<file path="src/rtl/counter.sv">
// Free-running modulo-2^WIDTH up-counter with synchronous, active-high reset.
// The count register is the only state and drives out_o directly.
module counter #(
  parameter int unsigned     WIDTH       = 8,
  parameter longint unsigned STEP        = 1,
  parameter longint unsigned RESET_VALUE = 0
) (
  input  logic             clk_i,
  input  logic             reset_i,
  output logic [WIDTH-1:0] out_o
);

  localparam logic [WIDTH-1:0] STEP_W  = WIDTH'(STEP);
  localparam logic [WIDTH-1:0] RESET_W = WIDTH'(RESET_VALUE);

  // Parameter legality: abort elaboration on an unusable configuration.
  if (WIDTH < 1 || WIDTH > 64) begin : g_bad_width
    $fatal(1, "counter: WIDTH must be in 1..64");
  end
  if (STEP == 0) begin : g_zero_step
    $fatal(1, "counter: STEP must be nonzero");
  end
  if (WIDTH < 64) begin : g_range
    if ((STEP >> WIDTH) != 0) begin : g_bad_step
      $fatal(1, "counter: STEP must be below 2**WIDTH");
    end
    if ((RESET_VALUE >> WIDTH) != 0) begin : g_bad_reset
      $fatal(1, "counter: RESET_VALUE must fit in WIDTH bits");
    end
  end

  // Count register: reset wins over increment; carry out of the MSB is dropped.
  always_ff @(posedge clk_i) begin
    if (reset_i) begin
      out_o <= RESET_W;
    end else begin
      out_o <= out_o + STEP_W;
    end
  end

endmodule

</file>
<file path="config.mk">
export PLATFORM = sky130hd
export DESIGN_NAME = counter
export DESIGN_NICKNAME = d
export VERILOG_FILES = /design/src/rtl/counter.sv
export SDC_FILE = /design/constraint.sdc
export NUM_CORES = 1
export LEC_CHECK = 0
export ABC_AREA = 1
export CELL_PAD_IN_SITES_DETAIL_PLACEMENT = 0
export CELL_PAD_IN_SITES_GLOBAL_PLACEMENT = 1
export CORE_AREA = 4 4 41 43
export CTS_BUF_LIST = sky130_fd_sc_hd__clkbuf_4
export CTS_CLUSTER_DIAMETER = 50
export DETAILED_ROUTE_END_ITERATION = 10
export DIE_AREA = 0 0 45 47
export GPL_TIMING_DRIVEN = 0
export PLACE_DENSITY = 0.74
export SETUP_SLACK_MARGIN = 0.2
export SKIP_CTS_REPAIR_TIMING = 1
export SLEW_MARGIN = 15
export SYNTH_ARGS = -nofsm -noshare
export SYNTH_HDL_FRONTEND = slang
export SYNTH_SLANG_ARGS = --single-unit
</file>
<file path="constraint.sdc">
create_clock -name clk_i -period 2.2 [get_ports clk_i]
set_input_delay 0.44 -clock clk_i [delete_from_list [all_inputs] [get_ports clk_i]]
set_output_delay 0.44 -clock clk_i [all_outputs]
set_load 0.1 [all_outputs]
</file>
# Word-level counts from Yosys, hierarchy flattened
# Index checks and enable logic that the tools add are counted.
# classes
add_sub_neg	1
# ops
cell	count
$add 8x1->8 const B	1
# word_totals
reg_bits	8
in_bits	2
output_inout_bits	8
word_cells	2

# Logic depth before layout (Yosys ltp)
# depth
depth_word	1
mapped_depth	6
ltp_nobuf	6

# Worst setup path after synthesis
# Ideal clock, no wire load.
# synth_timing
kind	register to register
from	register out_o[0]
to	register out_o[6]
arrival_ns	1.703
required_time_ns	2.083
setup_slack_ns	0.380
path_stages_with_launch	7
period_less_slack_ns	1.820
path_cell_list	dfxtp_1 > ha_1 > nand3_1 > nor2_2 > nand2_1 > nand2_1 > nor2_1
# synth_between
elab_chain_cells	1
# synth_lines
item	line_no	rtl
from (decl)	10	output logic [WIDTH-1:0] out_o
from (signal assigned)	37	out_o <= out_o + STEP_W;
$add 8x1->8	37	
# Every way passes these cells.
# A chain may end at the register's enable or synchronous reset.

# Final worst setup path
# layout_timing
from	register out_o[3]
to	output out_o[3]
# No word-level cell between the ends.

==> reports/metrics.csv <==
stage,metric,value,unit
global_routing,grt ovf,0,
synth,sequential element share of the synthesized area,0.4672,
synth,"flops & latches, synth",8,
power,leakage power figure,0.3145,nW
floorplan,Core Footprint,0.001301,mm2
critical_path,CP peak stage delay,0.78,ns
clock_network,clock root buffer,clkbuf_4,
clock_network,CTS HTree Levels,1,
critical_path,buffer and inverter count on the worst path,1,
final_layout,most flop-heavy register,out_o,
status,outcome,"complete, no violations",
route,via count normalized by instance count,4.329,
timing,unrepaired setup endpoints after global routing,false,
timing,measured slew at the worst slew-check pin,0.9799,ns
floorplan,Die Outline Area,0.002115,mm2
global_routing,antenna violations before repair,0,
final_layout,Post-Layout Inst Area,494.2,um2
hold_path,Hold Path Class,flip-flop to flip-flop,
place,hpwl dp,520,um
synth,area of the mapped netlist,342.8,um2
floorplan,initial core utilization,0.2635,
timing,number of max-slew violations in the final report,0,
timing,Worst Hold Slack,0.4799,ns
final_layout,"Area growth, synth to finish",44.16,%
final_layout,diodes inserted,0,
global_routing,Overall Global Routing Usage,0.09098,
synth,number of synthesis warnings,0,
critical_path,crit path kind,flip-flop to output pin,
critical_path,signal arrival time at the worst endpoint,1.45,ns
synth,count of cell types in the netlist,13,
synth,Mapped Avg Cell Area,7.453,um2
final_layout,"Net count, final",63,
critical_path,reg2reg setup slack,1.12,ns
critical_path,worst r2r src,out_o[0],
timing,Max Fclk,0.5291,GHz
global_routing,pin count of the biggest net entering global routing,7,
critical_path,endpoint kind of the worst setup timing path,output pin,
floorplan,floorplan die height,47,um
critical_path,reg-to-reg endpoint,out_o[6],
critical_path,slowest CP cell,dlymetal6s2s_1,
timing,final critical-path required period,1.890,ns
global_routing,global-route wire length before repair,1242,um
clock_network,clock transition at the registers of the reported paths,0.06,ns
hold_path,hold path startpoint,out_o[0],
synth,gate count of the mapped netlist,46,
critical_path,Crit. Startpoint,out_o[3],
timing,final-report hold violation count,0,
critical_path,family of cells with the greatest summed delay on the critical path,buffers and inverters,
route,drt wl/cell,9.986,um
timing,headroom to the max-slew limit,0.3456,
clock_network,TritonCTS sink count,8,
hold_path,worst min-delay path endpoint,out_o[0],
route,total iterations of the first detailed-routing run,4,
power,peak ir drop on the vdd network,0.0002538,V
hold_path,number of stages on the worst hold path,1,
critical_path,ordered list of cells on the worst path,dlymetal6s2s_1,
route,total via count after detailed routing,316,
route,total detailed-routing wirelength,729,um
global_routing,via count of the first global-routing pass,283,
place,total of buffers placed on input and output ports,9,
flow_run,max-capacitance violation count,0,
place,routability congestion estimate,0.7684,
route,number of remaining DRC errors,0,
floorplan,horizontal extent of the die,45,um
timing,share of the clock period used by the worst path,0.8591,
power,ratio of total power to cell area,663.0,mW/mm2
synth,cell accounting for the most synthesized area,dfxtp_1,
clock_network,clock buffer count from CTS,3,
timing,final setup violating endpoints,0,
final_layout,Final Core Density,0.3798,
timing,final setup skew,0.002798,ns
critical_path,kind of start point of the critical path,flip-flop,
clock_network,clock tree from TritonCTS,built,
clock_network,maximum clock path buffer count,2,
final_layout,share of post-route cells with drive strength above 1,0.1379,
final_layout,Regs by FF count,out_o: 8 flops,
place,placement-stage cell area,451.7,um2
critical_path,critical path peak fanout,5,
critical_path,count of cells along the worst register-to-register path,6,
route,Antenna Nets Post-Route,0,
synth,share of the synthesized area in the top cell type,0.4672,
final_layout,number of flip-flops under the largest register name,8,
floorplan,total I/O pin count,10,
critical_path,Critical Path RT,1.76,ns
synth,largest cells by area after synthesis,"dfxtp_1 (47%), nand2_1 (11%), nor2_1 (8.8%)",
synth,net count after synthesis,49,
route,initial DRC count,6,
floorplan,Site Rows,13,
clock_network,clock network latency to the later pin of the worst-skew pair,0.26,ns
[report_power, final]
group / total [mW] / switching (mW) / internal (mW)
Sequential: 0.155 / 0.00546 / 0.150
Clock: 0.118 / 0.0548 / 0.0628
Combinational: 0.0550 / 0.0423 / 0.0127
[cells in the mapped netlist]
library cell / number
nand3_1: 3
ha_1: 1
nor3_1: 1
inv_1: 5
nand3b_1: 1
nor2_4: 1
nand2_2: 1
a21oi_1: 3
o21ai_0: 1
nor2_2: 3
nand2_1: 10
dfxtp_1: 8
nor2_1: 8
[worst max-delay path by stage]
stage,to,slack (ns),depth (start not counted)
global route,out_o[2],0.24,1
finish,out_o[3],0.31,1
CTS,out_o[3],-0.10,1
global placement,out_o[2],0.20,1
floorplan,out_o[6],0.38,6
detailed placement,out_o[3],0.18,1
[layer usage]
layer / vias to the layer above / track usage / share of wire
li1: 171 / - / -
met1: 131 / 0.1096 / 0.49
met2: 10 / 0.09887 / 0.39
met3: 4 / 0.07663 / 0.093
met4: 0 / 0.07018 / 0.026
met5: - / 0 / 0
[cell families (layout without fill, tap and decap cells)]
group / Yosys count / after routing / share of synthesized area
buffers and inverters: 5 / 17 / 0.05475
AOI/OAI and AO/OA: 4 / 4 / 0.05837
and+or+nand+nor: 28 / 28 / 0.3832
DFF: 8 / 8 / 0.4671
adders and majority gates: 1 / 1 / 0.03649
[layout make-up]
cell class                 instances  area (um2)
tap                               15       18.77
fill                             150       807.0
timing repair buffer               9       110.1
multi-input combinational         33       163.9
clock buffer                       3       22.52
sequential                         8       160.2
inverter                           5       18.77
[layout by cell type, fill, tap and decap left out, drive strengths merged]
cell	instances
nor2	12
a21oi	3
dlymetal6s2s	8
nand2	11
inv	5
dfxtp	8
nand3b	1
nor3	1
nand3	3
clkbuf	3
ha	1
o21ai	1
clkdlybuf4s50	1
[per-stage QoR]
stage / cells / setup TNS, ns / power (mW) / setup WS, ns
4_1_cts: 73 / -0.4678 / 0.3354 / -0.1045
3_5_place_dp: 70 / 0 / 0.2139 / 0.1843
2_1_floorplan: 46 / 0 / 0.1993 / 0.3805
6_report: 73 / 0 / 0.3277 / 0.3099
5_1_grt: 73 / 0 / 0.3494 / 0.2395
3_3_place_gp: 70 / 0 / 0.2134 / 0.1957
(Power assumes the default switching activity.)
